$ cat config.mk
export PLATFORM = sky130hd
export DESIGN_NAME = demux_1to2
export DESIGN_NICKNAME = d
export VERILOG_FILES = /design/src/rtl/demux_1to2.sv
export SDC_FILE = /design/constraint.sdc
export NUM_CORES = 1
export LEC_CHECK = 0
export CAP_MARGIN = 20
export CORE_ASPECT_RATIO = 0.8
export CORE_MARGIN = 2
export CORE_UTILIZATION = 39
export CTS_CLUSTER_DIAMETER = 200
export CTS_CLUSTER_SIZE = 24
export DETAILED_ROUTE_END_ITERATION = 10
export PLACE_DENSITY = 0.7
export SYNTH_ARGS = -nofsm -noshare
export SYNTH_HDL_FRONTEND = slang
export SYNTH_SLANG_ARGS = --single-unit
$ cat constraint.sdc
create_clock -name clk -period 3.6 [get_ports clk]
set_clock_uncertainty 0.2 [all_clocks]
set_input_delay 1.08 -clock clk [delete_from_list [all_inputs] [get_ports clk]]
set_output_delay 1.08 -clock clk [all_outputs]
set_load 0.05 [all_outputs]
$ cat src/rtl/demux_1to2.sv
// ---------------------------------------------------------------------------
// demux_1to2
//
// Registered 1-to-2 demultiplexer. A WIDTH-bit word presented with en=1 is
// steered to y0 (s=0) or y1 (s=1) on the next rising clk edge; the other
// output is forced to zero. Each path has a one-cycle valid flag and a
// saturating count of the words routed to it. All outputs come straight
// from flops, so there is no combinational path from input to output.
//
// Parameters:
//   WIDTH  - data width of d, y0, y1
//   CNT_W  - width of each routed-word counter
//
// Ports:
//   clk     in   1      rising-edge clock
//   rst     in   1      synchronous active-high reset, clears every output
//   d       in   WIDTH  data word to route
//   s       in   1      select: 0 -> y0, 1 -> y1
//   en      in   1      qualifies d/s; nothing is consumed when low
//   y0      out  WIDTH  registered output 0 (zero when not selected)
//   y1      out  WIDTH  registered output 1 (zero when not selected)
//   y0_vld  out  1      y0 carries a word routed in the previous cycle
//   y1_vld  out  1      y1 carries a word routed in the previous cycle
//   cnt0    out  CNT_W  saturating count of words routed to y0
//   cnt1    out  CNT_W  saturating count of words routed to y1
// ---------------------------------------------------------------------------
module demux_1to2 #(
  parameter int WIDTH = 1,
  parameter int CNT_W = 8
) (
  input  logic             clk,
  input  logic             rst,
  input  logic [WIDTH-1:0] d,
  input  logic             s,
  input  logic             en,
  output logic [WIDTH-1:0] y0,
  output logic [WIDTH-1:0] y1,
  output logic             y0_vld,
  output logic             y1_vld,
  output logic [CNT_W-1:0] cnt0,
  output logic [CNT_W-1:0] cnt1
);

  logic [WIDTH-1:0] y0_q, y0_d;
  logic [WIDTH-1:0] y1_q, y1_d;
  logic             y0_vld_q, y0_vld_d;
  logic             y1_vld_q, y1_vld_d;
  logic [CNT_W-1:0] cnt0_q, cnt0_d;
  logic [CNT_W-1:0] cnt1_q, cnt1_d;

  // One-hot transfer strobes for the two paths. Both are low when en=0,
  // which is what clears the data/valid registers on idle cycles.
  logic take0;
  logic take1;

  // Decode which path (if any) receives this cycle's word.
  always_comb begin
    take0 = en & ~s;
    take1 = en &  s;
  end

  // Next-state for data, valid flags and counters. The unselected output is
  // driven to zero rather than held so a consumer never sees a stale word.
  // A zero data word is still a transfer: valid and count depend only on
  // the strobes, never on the value of d. Counters stick at all-ones.
  always_comb begin
    y0_d     = '0;
    y1_d     = '0;
    y0_vld_d = 1'b0;
    y1_vld_d = 1'b0;
    cnt0_d   = cnt0_q;
    cnt1_d   = cnt1_q;

    if (take0) begin
      y0_d     = d;
      y0_vld_d = 1'b1;
      if (cnt0_q != {CNT_W{1'b1}}) begin
        cnt0_d = cnt0_q + CNT_W'(1);
      end
    end

    if (take1) begin
      y1_d     = d;
      y1_vld_d = 1'b1;
      if (cnt1_q != {CNT_W{1'b1}}) begin
        cnt1_d = cnt1_q + CNT_W'(1);
      end
    end
  end

  // State register. Reset wins over everything, so a word presented on a
  // reset edge is dropped and never counted.
  always_ff @(posedge clk) begin
    if (rst) begin
      y0_q     <= '0;
      y1_q     <= '0;
      y0_vld_q <= 1'b0;
      y1_vld_q <= 1'b0;
      cnt0_q   <= '0;
      cnt1_q   <= '0;
    end else begin
      y0_q     <= y0_d;
      y1_q     <= y1_d;
      y0_vld_q <= y0_vld_d;
      y1_vld_q <= y1_vld_d;
      cnt0_q   <= cnt0_d;
      cnt1_q   <= cnt1_d;
    end
  end

  assign y0     = y0_q;
  assign y1     = y1_q;
  assign y0_vld = y0_vld_q;
  assign y1_vld = y1_vld_q;
  assign cnt0   = cnt0_q;
  assign cnt1   = cnt1_q;

endmodule

# Yosys cells after proc, flatten, opt, wreduce, memory -nomap -nowiden
# Index checks and enable logic that the tools add are counted.
[totals]
register_bits = 20
out_inout_bits = 20
elab_cells = 21
inputBits = 5
[op_classes]
muxes = 2
addsub = 2
n_eq_ne = 2
bitwise_logic = 5
reduce_logical = 4
[ops]
columns = ["cell", "count"]
rows = [
  ["$add A8 B1 Y8 const B", 2],
  ["$ne A8 B8 Y1 const B", 2],
  ["$reduce_and A2 Y1", 2],
  ["$reduce_or A2 Y1", 2],
  ["$not A1 Y1", 3],
  ["$and A1 B1 Y1", 2],
  ["$mux W1", 2],
]

# Logic depth before layout (Yosys ltp)
[logic_depth]
depth_word = 4
depth_mapped = 5
mapped_depth_nobuf = 5

# Worst setup path before layout
# OpenSTA, ideal clock, no wires.
[synth_timing]
kind = "input port to flip-flop"
start = "input port s"
end = "register cnt1_q[5] (netlist: cnt1[5])"
path_stages = 4
slack_ps = 1551
t_required_ps = 3330
path_buffers = 0
arrival_ps = 1780
setup_time_ps = 70
path_cell_list = "and2_4 -> nand2_2 -> or4_1 -> a21oi_1"
[synth_via]
elab_chain_len = 2
[synth_lines]
columns = ["item", "line_no", "source"]
rows = [
  ["start: declaration", "34", "input logic s,"],
  ["$and A1 B1 Y1", "59", "take1 = en & s;"],
  ["$reduce_and A2 Y1 (no source line)", "--", ""],
  ["end signal: assignment", "107", "cnt1_q <= cnt1_d;"],
  ["end: declaration", "49", "logic [CNT_W-1:0] cnt1_q, cnt1_d;"],
]
# No other way between the ends.
# A chain may end at the register's enable or synchronous reset.

# Worst setup path in the final report
[layout_timing]
start = "register cnt0_q[3] (netlist: cnt0[3])"
end = "output port cnt0[3]"
[layout_lines]
columns = ["item", "line_no", "source"]
rows = [
  ["start: declaration", "48", "logic [CNT_W-1:0] cnt0_q, cnt0_d;"],
  ["start signal: assignment", "106", "cnt0_q <= cnt0_d;"],
  ["end: declaration", "40", "output logic [CNT_W-1:0] cnt0,"],
]
# No word-level cell between the ends.

==> results.md <==
* Status: complete, no violations
* Main synth FF type: dfxtp_1
* Worst-Margin Slew at 0.6808 ns
* Detailed placement HPWL at 1398 um
* Hold Fails Final Rpt at 0
* WS Path Type: reg -> out
* Area leader, netlist: dfxtp_1
* Static Leak at 0.4464 nW
* Maxcap violations at 0
* Nets@finish at 136
* Post-placement cell count at 149
* CTS tree: built
* Top delay family on crit path: buffers and inverters
* Worst skew pair latency at 0.30 ns
* Post-Syn Nets at 109
* Fin cells at 153
* Startpoint types: register
* CP Buf/Inv Count at 1
* Worst Path Arrival at 1.61 ns
* Hold Path Class: reg -> reg
* CTS Root Cell: clkbuf_4
* Final setup vio count at 0
* Row cnt at 15
* Fmax achieved at 0.3462 GHz
* Post-route ant nets at 0
* Setup slack, reg-to-reg at 1.84 ns
* Layout cells sized above 1 at 0.05469
* Crit path cell chain: clkdlybuf4s50_1
* Die area at 2733 um2
* Global-route wire length before repair at 3125 um
* Register area share after synthesis at 0.4408
* Synth cell types at 32
* # DRC at 0
* Largest net degree at the start of global routing at 20
* Port buffer count at 24
* GPL Wtd Cong at 0.7585
* Per-instance average area after synthesis at 8.906 um2
* Chip Height at 47.17 um
* Placed instance area at 1165 um2
* CP endpoint kind: output pin
* CP Max Fanout at 7
* Cell area after layout at 1217 um2
* Initial antenna violation count at 0
* Final setup TNS at 0 ns
* Bufs on Longest Clock Path at 2
* Max-slew violation count at 0
* Total power at 457.8 uW
* Initial Utilization at 0.4172
* Die width at 57.96 um
* GRT overflow at 0
* Commonest cells post-synth: dfxtp_1 (20), nor2_1 (16), a21oi_1 (7), nand2_1 (6)
* Router iterations before antenna repair at 4
* Pwr/cell area at 376.0 nW/um2
* RSZ-0062 raised after global routing: no
* # diodes at 0
* Final Cycle Share at 0.8024
* Post-cts hold buffer count at 0
* FILL cells at 193
* Req. time, crit path at 2.32 ns
* Total track usage at 0.1561
* Clock sinks at 20
* Max VDD drop at 0.0002987 V
* CP peak stage delay at 0.84 ns
* Synth Register Bits at 20
* Final WL at 1895 um
* DR WL/cell at 12.39 um
* Slowest cell on crit path: clkdlybuf4s50_1
* Yosys synthesis warning count at 0
* Setup Fix Bufs, Post-CTS at 0
* Vias per cell at 5.386
* Most frequent cell after synthesis: dfxtp_1
* Syn Std Cell Area at 908.4 um2
* Main area contributors after synthesis: dfxtp_1 (44%), nor2_1 (6.6%), a21oi_1 (3.9%), xor2_1 (3.9%), and4b_1 (3.3%)
* Core footprint at 2177 um2
* Register area at 400.4 um2
* I/O Pins at 25
* Synth-to-Final Area Change at 34.02%
* Fin crit period at 2.889 ns
* Worst-path clk slew at 0.11 ns
* Async set or reset register ratio after synthesis at 0
* Multi-input logic area at 485.5 um2
* CTS buffer count at 3
* Yosys top cell area share at 0.4408
* Synth Instances at 102
* Starting DRC count in detailed routing at 8
* Rel. slew slack at 0.5447
* Vias at 824
* Post-CTS sizing at 0
* Number of synthesized flops with an enable pin at 0
* Vias in the first global route at 708
* Max H-tree Level at 1
[cells in the final DEF, fill, tap and decap left out, drive strengths merged, types with 2 or more instances in the layout]
master / synthesis / routed
nor2: 16 / 16
inv: 2 / 2
nand2: 7 / 7
clkbuf: 1 / 3
a211oi: 3 / 3
nor3: 4 / 4
a21oi: 7 / 7
and3: 2 / 2
nand4: 4 / 4
o21ai: 3 / 3
ha: 2 / 2
clkdlybuf4s50: 0 / 24
and2: 3 / 3
xor2: 4 / 4
and4: 2 / 2
o211ai: 2 / 2
dfxtp: 20 / 20
mux2i: 3 / 3
and4b: 3 / 3
nand3: 4 / 4
[state kept, by name (all words and copies together) (netlist names)]
signal and cells:
cnt1 8, y0_vld 1, y0 1, y1_vld 1
y1 1, cnt0 8
[worst register-to-register path, stage by stage, from the launching register on]
cell,delay [ns]
dfxtp_1,0.40
ha_1,0.23
nand3_1,0.13
o21ai_0,0.38
mux2i_1,0.25
nor2_1,0.05
[stage by stage]
step	worst slack [ns]	utilization	hold WS [ns]
2_1_floorplan	1.551	-	0.5216
3_3_place_gp	0.9089	0.5351	0.3028
3_5_place_dp	0.8382	0.5351	0.3134
4_1_cts	0.6976	0.5592	0.3281
5_1_grt	0.6291	0.5592	0.3684
6_report	0.7112	0.5592	0.3262
[layout make-up]
class                           instances  share of cell area
Multi-Input combinational cell         78              0.3988
Sequential cell                        20              0.3289
Timing Repair Buffer                   24              0.1973
Tap cell                               25             0.02569
Clock inverter                          1             0.02467
Clock buffer                            3             0.01850
Inverter                                2            0.006166
[per-layer routing]
layer  vias up  track usage  wire, um
met1       381       0.1887       965
met2        21       0.2659       814
li1        420            -         -
met3         2      0.06061       101
met5         -            0         0
met4         0      0.04186        13
[path summary, 6_finish.rpt]
check | endpoint | start | depth (start not counted)
worst max-delay path | cnt0[3] | cnt0[3] | 1
worst min-delay path | cnt1[6] | cnt1[6] | 1
worst max register to register | cnt0[1] | cnt0[0] | 5
worst min register to register | cnt1[6] | cnt1[6] | 1
[cells by family after synthesis]
| family | synth area share |
|---|---|
| and+or+nand+nor | 0.3031 |
| xor gates and xnor gates | 0.04821 |
| buffers and inverters | 0.02479 |
| AOI/OAI and AO/OA | 0.1226 |
| DFF | 0.4408 |
| adders and majority gates | 0.02754 |
| muxes | 0.03306 |
[power by group]
group,switching [mW],internal [mW]
registers,0.00352,0.226
clock network,0.0696,0.113
logic,0.0287,0.0176
Note: power is estimated with default switching activity, not from simulation.
